`config.mk`:
```
export PLATFORM = sky130hd
export DESIGN_NAME = wb_arbiter_2to1
export DESIGN_NICKNAME = d
export VERILOG_FILES = /design/src/rtl/wb_pkg.sv /design/src/rtl/wb_outstanding_ctr.sv /design/src/rtl/wb_arbiter_2to1.sv
export SDC_FILE = /design/constraint.sdc
export NUM_CORES = 1
export LEC_CHECK = 0
export CAP_MARGIN = 20
export CORE_MARGIN = 8
export CORE_UTILIZATION = 28
export CTS_CLUSTER_SIZE = 8
export DETAILED_ROUTE_END_ITERATION = 7
export PLACE_DENSITY = 0.77
export REMOVE_ABC_BUFFERS = 1
export SETUP_SLACK_MARGIN = 0.3
export SLEW_MARGIN = 10
export SYNTH_ARGS = -nofsm -noshare
export SYNTH_HDL_FRONTEND = slang
export SYNTH_SLANG_ARGS = --single-unit
```
`constraint.sdc`:
```
create_clock -name clk -period 1.9 [get_ports clk]
set_input_delay 0.19 -clock clk [delete_from_list [all_inputs] [get_ports clk]]
set_output_delay 0.19 -clock clk [all_outputs]
set_load 0.01 [all_outputs]
```
`src/rtl/wb_pkg.sv`:
```
// Shared Wishbone definitions: default bus widths, arbiter state encoding
// and the round-robin pick used by the 2:1 arbiter.
package wb_pkg;

  localparam int unsigned WB_ADDR_BITS       = 8;
  localparam int unsigned WB_BYTES           = 1;
  localparam int unsigned WB_SEL_WIDTH       = 1;
  localparam int unsigned WB_MAX_OUTSTANDING = 4;

  typedef enum logic [1:0] {
    IDLE = 2'd0,
    OWN0 = 2'd1,
    OWN1 = 2'd2
  } arb_state_e;

  // Returns 1 when port 1 should win; on a tie the port that did not own last wins.
  function automatic logic rr_pick_port1(input logic cyc0, input logic cyc1,
                                         input logic last_owner);
    return (cyc0 & cyc1) ? ~last_owner : cyc1;
  endfunction

endpackage

```
`src/rtl/wb_outstanding_ctr.sv`:
```
// Up/down counter of accepted-but-unacknowledged Wishbone transfers with a
// registered full flag and a synchronous clear for aborted cycles.
module wb_outstanding_ctr #(
  parameter int unsigned MAX_OUTSTANDING = 4,
  localparam int unsigned CNT_W = $clog2(MAX_OUTSTANDING + 1)
) (
  input  logic             clk,
  input  logic             rst_n,
  input  logic             clr_i,
  input  logic             inc_i,
  input  logic             dec_i,
  output logic [CNT_W-1:0] count_o,
  output logic             full_o
);

  localparam logic [CNT_W-1:0] CNT_MAX = CNT_W'(MAX_OUTSTANDING);

  logic [CNT_W-1:0] count_q, count_d;
  logic             full_q, full_d;

  // Saturating at both ends; a simultaneous inc and dec cancel out.
  always_comb begin
    count_d = count_q;
    if (clr_i) begin
      count_d = '0;
    end else if (inc_i && !dec_i && (count_q != CNT_MAX)) begin
      count_d = count_q + CNT_W'(1);
    end else if (!inc_i && dec_i && (count_q != '0)) begin
      count_d = count_q - CNT_W'(1);
    end
    full_d = (count_d == CNT_MAX);
  end

  always_ff @(posedge clk or negedge rst_n) begin
    if (!rst_n) begin
      count_q <= '0;
      full_q  <= 1'b0;
    end else begin
      count_q <= count_d;
      full_q  <= full_d;
    end
  end

  assign count_o = count_q;
  assign full_o  = full_q;

endmodule

```
`src/rtl/wb_arbiter_2to1.sv`:
```
// Pipelined Wishbone 2:1 arbiter: grants whole cyc-to-cyc bus cycles
// round-robin and bounds the number of outstanding transfers.
module wb_arbiter_2to1
  import wb_pkg::*;
#(
  parameter int unsigned ADDR_BITS       = WB_ADDR_BITS,
  parameter int unsigned BYTES           = WB_BYTES,
  parameter int unsigned SEL_WIDTH       = WB_SEL_WIDTH,
  parameter int unsigned MAX_OUTSTANDING = WB_MAX_OUTSTANDING
) (
  input  logic                 clk,
  input  logic                 aresetn,
  input  logic [ADDR_BITS-1:0] s0_wb_addr,
  input  logic [BYTES*8-1:0]   s0_wb_dat_m2s,
  output logic [BYTES*8-1:0]   s0_wb_dat_s2m,
  input  logic                 s0_wb_we,
  input  logic [SEL_WIDTH-1:0] s0_wb_sel,
  input  logic                 s0_wb_stb,
  input  logic                 s0_wb_cyc,
  output logic                 s0_wb_ack,
  output logic                 s0_wb_stall,
  input  logic [ADDR_BITS-1:0] s1_wb_addr,
  input  logic [BYTES*8-1:0]   s1_wb_dat_m2s,
  output logic [BYTES*8-1:0]   s1_wb_dat_s2m,
  input  logic                 s1_wb_we,
  input  logic [SEL_WIDTH-1:0] s1_wb_sel,
  input  logic                 s1_wb_stb,
  input  logic                 s1_wb_cyc,
  output logic                 s1_wb_ack,
  output logic                 s1_wb_stall,
  output logic [ADDR_BITS-1:0] m_wb_addr,
  output logic [BYTES*8-1:0]   m_wb_dat_m2s,
  input  logic [BYTES*8-1:0]   m_wb_dat_s2m,
  output logic                 m_wb_we,
  output logic [SEL_WIDTH-1:0] m_wb_sel,
  output logic                 m_wb_stb,
  output logic                 m_wb_cyc,
  input  logic                 m_wb_ack,
  input  logic                 m_wb_stall,
  output logic [1:0]           grant
);

  localparam int unsigned CNT_W = $clog2(MAX_OUTSTANDING + 1);

  arb_state_e       state_q, state_d;
  logic             last_owner_q, last_owner_d;
  logic [1:0]       grant_q, grant_d;

  logic             own0, own1, owned;
  logic             full;
  logic [CNT_W-1:0] outstanding;
  logic             ctr_inc, ctr_dec, ctr_clr;

  assign own0  = (state_q == OWN0);
  assign own1  = (state_q == OWN1);
  assign owned = own0 | own1;
  assign grant = grant_q;

  // Bus ownership FSM; every handover passes through IDLE.
  always_comb begin
    state_d      = state_q;
    last_owner_d = last_owner_q;
    case (state_q)
      IDLE: begin
        if (s0_wb_cyc || s1_wb_cyc) begin
          state_d = rr_pick_port1(s0_wb_cyc, s1_wb_cyc, last_owner_q) ? OWN1 : OWN0;
        end
      end
      OWN0: begin
        if (!s0_wb_cyc) begin
          state_d      = IDLE;
          last_owner_d = 1'b0;
        end
      end
      OWN1: begin
        if (!s1_wb_cyc) begin
          state_d      = IDLE;
          last_owner_d = 1'b1;
        end
      end
      default: state_d = IDLE;
    endcase
    grant_d = {state_d == OWN1, state_d == OWN0};
  end

  always_ff @(posedge clk or negedge aresetn) begin
    if (!aresetn) begin
      state_q      <= IDLE;
      last_owner_q <= 1'b1;
      grant_q      <= 2'b00;
    end else begin
      state_q      <= state_d;
      last_owner_q <= last_owner_d;
      grant_q      <= grant_d;
    end
  end

  // Steer the owner onto the slave; the idle port sees stall and no ack/data.
  always_comb begin
    m_wb_cyc      = 1'b0;
    m_wb_stb      = 1'b0;
    m_wb_addr     = '0;
    m_wb_dat_m2s  = '0;
    m_wb_we       = 1'b0;
    m_wb_sel      = '0;
    s0_wb_dat_s2m = '0;
    s0_wb_ack     = 1'b0;
    s0_wb_stall   = 1'b1;
    s1_wb_dat_s2m = '0;
    s1_wb_ack     = 1'b0;
    s1_wb_stall   = 1'b1;
    if (own0) begin
      m_wb_cyc      = s0_wb_cyc;
      m_wb_stb      = s0_wb_cyc & s0_wb_stb & ~full;
      m_wb_addr     = s0_wb_addr;
      m_wb_dat_m2s  = s0_wb_dat_m2s;
      m_wb_we       = s0_wb_we;
      m_wb_sel      = s0_wb_sel;
      s0_wb_stall   = m_wb_stall | full;
      s0_wb_ack     = m_wb_ack;
      s0_wb_dat_s2m = m_wb_dat_s2m;
    end else if (own1) begin
      m_wb_cyc      = s1_wb_cyc;
      m_wb_stb      = s1_wb_cyc & s1_wb_stb & ~full;
      m_wb_addr     = s1_wb_addr;
      m_wb_dat_m2s  = s1_wb_dat_m2s;
      m_wb_we       = s1_wb_we;
      m_wb_sel      = s1_wb_sel;
      s1_wb_stall   = m_wb_stall | full;
      s1_wb_ack     = m_wb_ack;
      s1_wb_dat_s2m = m_wb_dat_s2m;
    end
  end

  // Acks in IDLE are stray responses from an aborted cycle and are not counted.
  assign ctr_inc = m_wb_stb & ~m_wb_stall;
  assign ctr_dec = m_wb_ack & owned & (outstanding != '0);
  assign ctr_clr = (own0 & ~s0_wb_cyc) | (own1 & ~s1_wb_cyc);

  wb_outstanding_ctr #(
    .MAX_OUTSTANDING(MAX_OUTSTANDING)
  ) u_ctr (
    .clk    (clk),
    .rst_n  (aresetn),
    .clr_i  (ctr_clr),
    .inc_i  (ctr_inc),
    .dec_i  (ctr_dec),
    .count_o(outstanding),
    .full_o (full)
  );

endmodule

```
==> flow_summary.json, run 1 <==
{
  "outcome": "finished with violations",
  "violations": "negative setup slack",
  "vias_per_cell": 4.68,
  "start_util_pct": 28.6,
  "ir_worst_vdd_uv": 662,
  "slew-limit-headroom_pct": 73.0,
  "cp_data_required_time_ps": 2100,
  "worstSetupEndpointType": "flop",
  "num_rows": 22,
  "drt_first_pass_iters": 4,
  "die_h_um": 76.5,
  "rsz0062_at_grt": "true",
  "setup-violations-final": 2,
  "critical_path_class": "flop to flop",
  "insertion_delay_ps": 270,
  "tritoncts": "done",
  "fin_area_um2": 2370,
  "ctsHoldBuffers": 0,
  "ys.flop_type": "dfrtp_1",
  "area_growth_syn_to_layout_pct": 132,
  "cts_num_sinks": 9,
  "start_kind": "flop",
  "drc": 0,
  "hpwl_mm": 3.42,
  "dp_slack_ps": -43.0,
  "synth_edf_count": 0,
  "fin_util_pct": 66.4,
  "vias": 1466,
  "hold_viol_final": 0,
  "portBuffers": 93,
  "synth_warnings": 0,
  "power.density_nw_per_um2": 1150,
  "htreeDepth": 1,
  "synth.distinct_cells": 35,
  "place.gp.congestion": 0.842,
  "drtIter0Drc": 53,
  "nNetsFinal": 325,
  "worst_pin_slew_ps": 404,
  "grt.overflow.total": 0,
  "drv_cap": 0,
  "io_pins": 94,
  "path_clk_slew_ps": 60,
  "ys_ff_latch": 9,
  "ant_nets": 0,
  "period_needed_ps": 1960,
  "arrival_ps": 2160,
  "grt.total_usage_pct": 15.2,
  "grt_max_degree": 15,
  "ys_seq_area_share_pct": 22.1,
  "hp-class": "input port to asynchronous set/reset pin",
  "nFillCells": 317,
  "syn_area_um2": 1020,
  "cts_buffer_depth": 2,
  "layout_common_cells": "53 x clkdlybuf4s50_1, 35 x nand2_1, 28 x buf_2, 19 x buf_6, 18 x buf_4",
  "fmax_mhz": 510,
  "drive_above_1_share_pct": 40.8,
  "cts-root-buf": "clkbuf_4",
  "cts_buffers": 3,
  "skew_ps": 5.07,
  "wl_per_cell_um": 15.3,
  "crit_fanout": 6,
  "core_um2": 3580,
  "die-area_um2": 5850,
  "period_share_pct": 103,
  "grt_pass1_wl_mm": 7.42,
  "placed_cell_area_um2": 2080,
  "p_leak_nw": 1.13,
  "antenna_found_initial": 0,
  "async_flop_share_pct": 100,
  "final_common_cell": "clkdlybuf4s50_1",
  "postSynthCellCount": 145,
  "die_x_um": 76.5,
  "first_global_vias": 1504,
  "slew_viol_final": 0,
  "antenna_cells": 0,
  "synth_area_per_cell_um2": 7.07,
  "drt_wl_total_mm": 4.78,
  "layout_setup_ws_ps": -60.0
}
report_power, final:
part           internal, mW  total [mW]  switching (mW)
clock                0.0812       0.151          0.0699
combinational          1.27        2.25           0.981
sequential            0.271       0.332          0.0611
total                  1.63        2.74            1.11
logic make-up after synthesis:
logic type      after synthesis  synth area share, %
flops                         9                 22.1
compound gates               35                 23.3
buf+inv                      14                 5.98
xor+xnor                      1                0.855
fa+ha+maj                     7                 8.55
simple gates                 77                 37.2
mux                           2                 1.95
critical path, stage by stage (launching register included):
cell and delay, ps:
dfrtp_1 420, inv_2 80, ha_4 170, buf_6 140
and3_4 170, buf_4 140, o2111ai_4 230, o21ai_2 90
xnor2_1 230, and4b_1 230
synth_stat cells (2+ instances only):
cell,number,area [um2]
nand2_1,39,146
and2_1,19,119
o21ai_0,18,90.1
dfrtp_1,8,200
ha_1,7,87.6
nor2_1,7,26.3
a22o_1,6,52.6
inv_1,6,22.5
clkbuf_1,5,18.8
a21o_1,2,15.0
mux2i_1,2,20.0
nand2b_1,2,12.5
nor2b_1,2,12.5
what timing repair did:
item | 4_1_cts | 5_1_grt
pin swaps | 15 | 13
setup buffers | 8 | 5
gates cloned | 3 | 1
resized for setup | 234 | 12
setup endpoints to repair | 45 | 45
final timing paths:
check                                           endpoint                     start  depth (start not counted)  slack (ps)
min in group clk                last_owner_q$_DFFE_PN1P_  last_owner_q$_DFFE_PN1P_                          2         530
worst min register to register  last_owner_q$_DFFE_PN1P_  last_owner_q$_DFFE_PN1P_                          2         530
max in group asynchronous       last_owner_q$_DFFE_PN1P_                   aresetn                          1        1370
worst min-delay path                  grant[1]$_DFF_PN0_                   aresetn                          1         220
worst max register to register    u_ctr.full_o$_DFF_PN0_      state_q[1]$_DFF_PN0_                          9         -60
worst max-delay path              u_ctr.full_o$_DFF_PN0_      state_q[1]$_DFF_PN0_                          9         -60
flip-flops by register name, indices dropped and copies added, names as in the netlist:
signal / count
u_ctr.count_o: 3
grant: 2
state_q: 2
last_owner_q: 1
u_ctr.full_o: 1
layer usage:
layer	routed length, um	global-route usage (%)
met5	0	0
met4	61	5.96
met3	181	2.48
met2	2620	28.7
met1	1920	16.3
area by class of cell:
class / count / area [um2] / area share [%]
clock buffer: 4 / 26.3 / 1.11
multi-input combinational: 122 / 873 / 36.8
sequential: 9 / 228 / 9.59
timing repair buffer: 124 / 1160 / 49.1
tap: 48 / 60.1 / 2.53
inverter: 6 / 22.5 / 0.948
through the flow:
stage / power (mW) / hold WS [ps] / TNS, ps / std cells
after floorplan: 1.13 / -106 / -3910 / 137
after global placement: 2.05 / 496 / -15.3 / 292
after detailed placement: 2.07 / 506 / -277 / 292
after CTS: 2.55 / 219 / -33.6 / 307
after global routing: 2.95 / 244 / -436 / 313
final: 2.74 / 215 / -114 / 313
No activity file was read; power rests on OpenSTA's default activity.
==> inputs of run 2 (changes only) <==
--- a/config.mk
+++ b/config.mk
@@ -5,12 +5,15 @@
 export SDC_FILE = /design/constraint.sdc
 export NUM_CORES = 1
 export LEC_CHECK = 0
+export ABC_AREA = 1
 export CAP_MARGIN = 20
+export CORE_ASPECT_RATIO = 0.9
 export CORE_MARGIN = 8
 export CORE_UTILIZATION = 28
 export CTS_CLUSTER_SIZE = 8
 export DETAILED_ROUTE_END_ITERATION = 7
-export PLACE_DENSITY = 0.77
+export GPL_TIMING_DRIVEN = 0
+export PLACE_DENSITY = 0.78
 export REMOVE_ABC_BUFFERS = 1
 export SETUP_SLACK_MARGIN = 0.3
 export SLEW_MARGIN = 10
==> run 2 against run 1 <==
Against the previous run: the run now ends clean; worst hold slack improved by 43 ps; register-to-register slack improved by 210 ps; sequential power grew 3%.
==> flow_summary.json, run 2 <==
{
  "outcome": "completed",
  "path_clk_slew_ps": 50,
  "die-area_um2": 5790,
  "layout_setup_ws_ps": 131,
  "nNetsFinal": 323,
  "slew-limit-headroom_pct": 72.2,
  "yosys-top-cells-count": "40 x nand2_1, 23 x inv_1, 19 x a22o_1",
  "power.density_nw_per_um2": 1320,
  "placed_cell_area_um2": 1960,
  "grt.total_usage_pct": 15.9,
  "vias_per_cell": 5.05,
  "drv_cap": 0,
  "wl_per_cell_um": 18.7,
  "cts-root-buf": "clkbuf_8",
  "ys_seq_area_share_pct": 22.4,
  "layout_common_cells": "53 x clkdlybuf4s50_1, 23 x buf_2, 23 x buf_6, 21 x nand2_1, 19 x a22o_1",
  "synth_warnings": 0,
  "worstSetupEndpointType": "output pin",
  "drc": 0,
  "tritoncts": "done",
  "slew_viol_final": 0,
  "grt.overflow.total": 0,
  "grt_busiest_layer": "met2",
  "insertion_delay_ps": 230,
  "period_share_pct": 93.1,
  "synth_edf_count": 0,
  "fmax_mhz": 565,
  "yosysTopAreaCellShare_pct": 19.8,
  "whs_ps": 258,
  "finalNonFillerCells": 307,
  "vias": 1549,
  "critical_path_class": "flop to output pin",
  "grt_use_met2_pct": 29.7,
  "dp_cells": 279,
  "ir_worst_vdd_uv": 1070,
  "drt_first_pass_iters": 4,
  "cts_buffer_depth": 2,
  "p_leak_nw": 1.29,
  "final_common_cell": "clkdlybuf4s50_1",
  "num_rows": 20,
  "io_pins": 94,
  "grt_pass1_wl_mm": 7.24,
  "area_growth_syn_to_layout_pct": 148,
  "arrival_ps": 1580,
  "synth.distinct_cells": 26,
  "cts_buffers": 3,
  "synth.most_common_cell": "nand2_1",
  "yosys-top-cells-area": "dfrtp_1 20%, a22o_1 16%, nand2_1 15%",
  "antenna_found_initial": 0,
  "ys_ff_latch": 9,
  "cp_data_required_time_ps": 1710,
  "ys.flop_type": "dfrtp_1",
  "hold_viol_final": 0,
  "htreeDepth": 1,
  "portBuffers": 93,
  "die_x_um": 79.3,
  "grt_max_degree": 12,
  "gr-usage-met3_pct": 3.94,
  "first_global_vias": 1281,
  "skew_ps": 8.66,
  "start_kind": "flop",
  "largest_reg_flops": 3,
  "synth_area_per_cell_um2": 6.78,
  "grt_use_met1_pct": 17.9,
  "async_flop_share_pct": 100,
  "syn_area_um2": 1010,
  "worst_pin_slew_ps": 416,
  "fin_area_um2": 2510,
  "drt_wl_total_mm": 5.75,
  "crit_fanout": 5,
  "start_util_pct": 29.5,
  "place.gp.congestion": 0.732,
  "drtIter0Drc": 73,
  "core_um2": 3430,
  "ctsHoldBuffers": 0,
  "ant_nets": 0,
  "setup-violations-final": 0,
  "drive_above_1_share_pct": 48.3,
  "yosys.area.top_type": "dfrtp_1",
  "die_h_um": 73.0,
  "postSynthCellCount": 149,
  "rsz0062_at_grt": "true",
  "dp_slack_ps": -532,
  "cts_num_sinks": 9,
  "period_needed_ps": 1770,
  "hpwl_mm": 3.33,
  "setup_tns_ps": 0,
  "hp-class": "input port to asynchronous set/reset pin",
  "antenna_cells": 0
}
[run 2: cell families after synthesis]
kind of cell,count (synthesis),share of synthesized area (%)
buffers and inverters,32,12.6
and+or+nand+nor,75,34.9
AOI/OAI and AO/OA,26,21.3
adders and majority gates,7,8.67
DFF,9,22.4
[run 2: worst max-delay path, cell delays in order, from the launching register on]
cell	delay (ps)
dfrtp_2	440
inv_2	100
ha_4	180
nor2_4	50
buf_6	120
clkbuf_16	140
a22o_1	170
buf_2	140
[run 2: power by group]
group          switching (mW)  internal (mW)  total, mW
Combinational            1.33           1.41       2.74
Sequential             0.0621          0.279      0.342
Clock                  0.0749          0.146      0.221
Total                    1.47           1.83       3.30
[run 2: layout make-up]
class	instances	area [um2]
repair buffers	117	1190
fillers	256	920
multi-input cells	108	893
flip-flops and latches	9	229
inverters	25	96.3
well taps	44	55.1
clock buffers	4	45.0
[run 2: per-layer routing]
metal | share of wire [%] | wire length [um] | up-vias
met5 | 0 | 0 | -
met4 | 4.2 | 239 | 0
met3 | 6.5 | 371 | 25
met2 | 52 | 3000 | 80
met1 | 37 | 2140 | 730
li1 | - | - | 714
[run 2: worst paths after layout]
kind | start | endpoint | slack (ps) | cells after the start
min in group clk | last_owner_q$_DFFE_PN1P_ | last_owner_q$_DFFE_PN1P_ | 560 | 1
worst max-delay path | state_q[1]$_DFF_PN0_ | m_wb_addr[4] | 130 | 7
worst min register to register | last_owner_q$_DFFE_PN1P_ | last_owner_q$_DFFE_PN1P_ | 560 | 1
max in group asynchronous | aresetn | state_q[1]$_DFF_PN0_ | 1320 | 1
worst max register to register | state_q[0]$_DFF_PN0_ | u_ctr.full_o$_DFF_PN0_ | 150 | 13
worst min-delay path | aresetn | u_ctr.count_o[1]$_DFF_PN0_ | 260 | 1
[run 2: what timing repair did]
action                                  4_1_cts  5_1_grt
gates cloned                                  3        4
gates resized for setup                     195       67
pin swaps                                    13       11
buffers inserted                             15        2
endpoints found under the setup margin       49       48
[run 2: metrics by stage]
| stage | total power [mW] | utilization [%] |
|---|---|---|
| 4_1_cts | 2.72 | 63.3 |
| 2_1_floorplan | 1.26 | - |
| 5_1_grt | 3.48 | 73.2 |
| 3_3_place_gp | 2.05 | 57.2 |
| 3_5_place_dp | 2.07 | 57.3 |
| 6_report | 3.30 | 73.2 |
==> inputs of run 3 (changes only) <==
--- a/config.mk
+++ b/config.mk
@@ -12,11 +12,11 @@
 export CORE_UTILIZATION = 28
 export CTS_CLUSTER_SIZE = 8
 export DETAILED_ROUTE_END_ITERATION = 7
-export GPL_TIMING_DRIVEN = 0
 export PLACE_DENSITY = 0.78
 export REMOVE_ABC_BUFFERS = 1
 export SETUP_SLACK_MARGIN = 0.3
 export SLEW_MARGIN = 10
 export SYNTH_ARGS = -nofsm -noshare
 export SYNTH_HDL_FRONTEND = slang
+export SYNTH_HIERARCHICAL = 1
 export SYNTH_SLANG_ARGS = --single-unit
==> run 3 against run 2 <==
Against the previous run: first-iteration DRC count down 48%; highest routed layer is now met3; critical endpoint is now m_wb_dat_m2s[4]; register-to-register slack worse by 40 ps; area after synthesis up 0.25%; sequential share of layout area is 0.77 points higher; utilization fell by 6.4 points; global-route usage shrank 1.6 points; non-clock buffer count shrank 1; sequential cell count is the same; worst hold slack worse by 11 ps; critical path depth unchanged.
==> flow_summary.json, run 3 <==
{
  "outcome": "completed",
  "yosys.area.top_type": "dfrtp_1",
  "grt.overflow.total": 0,
  "yosysTopAreaCellShare_pct": 19.8,
  "async_flop_share_pct": 100,
  "largest_reg_flops": 3,
  "hpwl_mm": 3.59,
  "layout_setup_ws_ps": 70.2,
  "ys_ff_latch": 9,
  "cts_buffers": 3,
  "hp-class": "input port to asynchronous set/reset pin",
  "insertion_delay_ps": 220,
  "skew_ps": 0.125,
  "critical_path.top_delay_family": "buffers and inverters",
  "synth_area_per_cell_um2": 6.41,
  "vias": 1446,
  "synth_warnings": 6,
  "start_kind": "flop",
  "drt_wl_total_mm": 4.71,
  "grt_max_degree": 19,
  "worstSetupEndpointType": "output pin",
  "core_um2": 3430,
  "arrival_ps": 1640,
  "rsz0062_at_grt": "true",
  "slowest_delay_ps": 410,
  "syn_area_um2": 1010,
  "tritoncts": "done",
  "dp_slack_ps": -60.6,
  "cts_num_sinks": 9,
  "drive_above_1_share_pct": 33.9,
  "placed_cell_area_um2": 2090,
  "place.gp.congestion": 0.795,
  "grt.total_usage_pct": 14.2,
  "cp_data_required_time_ps": 1710,
  "num_rows": 20,
  "wl_per_cell_um": 15.0,
  "io_pins": 94,
  "dp_cells": 302,
  "htreeDepth": 1,
  "cts_buffer_depth": 2,
  "crit_fanout": 9,
  "setup-violations-final": 0,
  "start_util_pct": 29.5,
  "multi_input_area_um2": 764,
  "drc": 0,
  "cts-root-buf": "clkbuf_8",
  "die-area_um2": 5800,
  "synth.distinct_cells": 22,
  "vias_per_cell": 4.59,
  "grt_pass1_wl_mm": 6.67,
  "power.density_nw_per_um2": 1340,
  "antenna_cells": 0,
  "ys.flop_type": "dfrtp_1",
  "ys_seq_area_share_pct": 22.4,
  "die_h_um": 73.0,
  "cp_common_cell": "inv_2",
  "path_clk_slew_ps": 40,
  "path_cells": "inv_2 -> ha_4 -> inv_2 -> nor2_4 -> buf_6 -> a22o_1 -> clkdlybuf4s15_1",
  "slew_viol_final": 0,
  "register_area_um2": 226,
  "slew-limit-headroom_pct": 75.3,
  "crit_path_top_delay_cell": "dfrtp_1",
  "drt_first_pass_iters": 4,
  "first_global_vias": 1330,
  "period_needed_ps": 1830,
  "die_x_um": 79.4,
  "critical_path_class": "flop to output pin",
  "antenna_found_initial": 0,
  "period_share_pct": 96.3,
  "crit_buf_inv": 4,
  "synth_edf_count": 0,
  "nNetsFinal": 332,
  "fmax_mhz": 546,
  "hold_viol_final": 0,
  "worst_pin_slew_ps": 369,
  "postSynthCellCount": 158,
  "area_growth_syn_to_layout_pct": 126,
  "drv_cap": 0,
  "final_common_cell": "clkdlybuf4s50_1",
  "p_leak_nw": 1.19,
  "synth.most_common_cell": "nand2_1",
  "fin_area_um2": 2290,
  "finalNonFillerCells": 315,
  "drtIter0Drc": 38,
  "ir_worst_vdd_uv": 1070,
  "portBuffers": 93,
  "ant_nets": 0,
  "nFillCells": 288,
  "yosys-top-cells-count": "48 x nand2_1, 24 x inv_1, 18 x a22o_1",
  "yosys-top-cells-area": "dfrtp_1 20%, nand2_1 18%, a22o_1 16%",
  "layout_common_cells": "53 x clkdlybuf4s50_1, 44 x nand2_1, 26 x buf_2, 23 x inv_1, 18 x a22o_1"
}
run 3: cell count changes after synthesis, moves of 2 or more:
cell      previous run  this run
clkbuf_1             2         0
nor2_2               1         3
nand3_1              5        11
nor3_1               3         1
o21ai_0              3         1
inv_2                1         4
nand2_4              3         0
buf_2                3         6
nor2_1              16        13
nand2_1             40        48
run 3: stage by stage:
stage	hold WS, ps	total power [mW]	setup TNS [ps]	util (%)
after floorplan	-106	1.35	-1520	-
after global placement	476	2.47	-212	61.0
after detailed placement	495	2.51	-604	61.0
after CTS	264	2.80	0	63.7
after global routing	290	3.31	-10.9	66.8
final	248	3.07	0	66.8
run 3: worst register-to-register path, stage by stage (launching register included):
cell      delay (ps)
dfrtp_1          410
inv_2             90
ha_4             140
inv_2             50
nor2_4           200
nand3_4          110
a21boi_4         240
nor2_4            60
nand2_2           80
nand2_1           50
nand2_1           60
nand3_2           70
nand2_1           90
nor2_2            30
run 3: kinds of logic after synthesis:
family	count (synthesis)	synth area share, %
simple gates	82	34.9
buf+inv	36	14.5
compound gates	23	18.4
flops	9	22.4
fa+ha+maj	8	9.89
run 3: path summary, 6_finish.rpt:
check	slack [ps]	cells past startpoint	to	start
worst max-delay path	70	7	m_wb_dat_m2s[4]	state_q[0]$_DFF_PN0_
worst min-delay path	250	1	grant[1]$_DFF_PN0_	aresetn
worst max register to register	110	13	u_ctr/full_o$_DFF_PN0_	state_q[0]$_DFF_PN0_
worst min register to register	500	2	last_owner_q$_DFFE_PN1P_	last_owner_q$_DFFE_PN1P_
max in group asynchronous	1350	1	last_owner_q$_DFFE_PN1P_	aresetn
min in group clk	500	2	last_owner_q$_DFFE_PN1P_	last_owner_q$_DFFE_PN1P_
run 3: power breakdown:
group,total (mW),internal (mW),switching (mW)
registers,0.348,0.285,0.0631
logic,2.51,1.30,1.21
clock network,0.210,0.145,0.0650
total,3.07,1.73,1.34
run 3: final cells by class:
class | instances | area share [%]
flip-flops and latches | 9 | 9.90
inverters | 29 | 4.76
repair buffers | 116 | 47.6
multi-input cells | 113 | 33.4
clock buffers | 4 | 1.97
well taps | 44 | 2.41
run 3: what timing repair did:
action | 4_1_cts | 5_1_grt
setup buffers | 3 | 2
gates cloned | 2 | 2
endpoints found under the setup margin | 44 | 47
hold endpoints to repair | 0 | 0
pin swaps | 1 | 19
hold buffers | 0 | 0
resized for setup | 146 | 42
run 3: routing by layer:
metal	GRT usage [%]	wire, um
met3	4.43	382
met4	0.616	0
met2	27.8	2330
met5	0	0
met1	15.0	2000
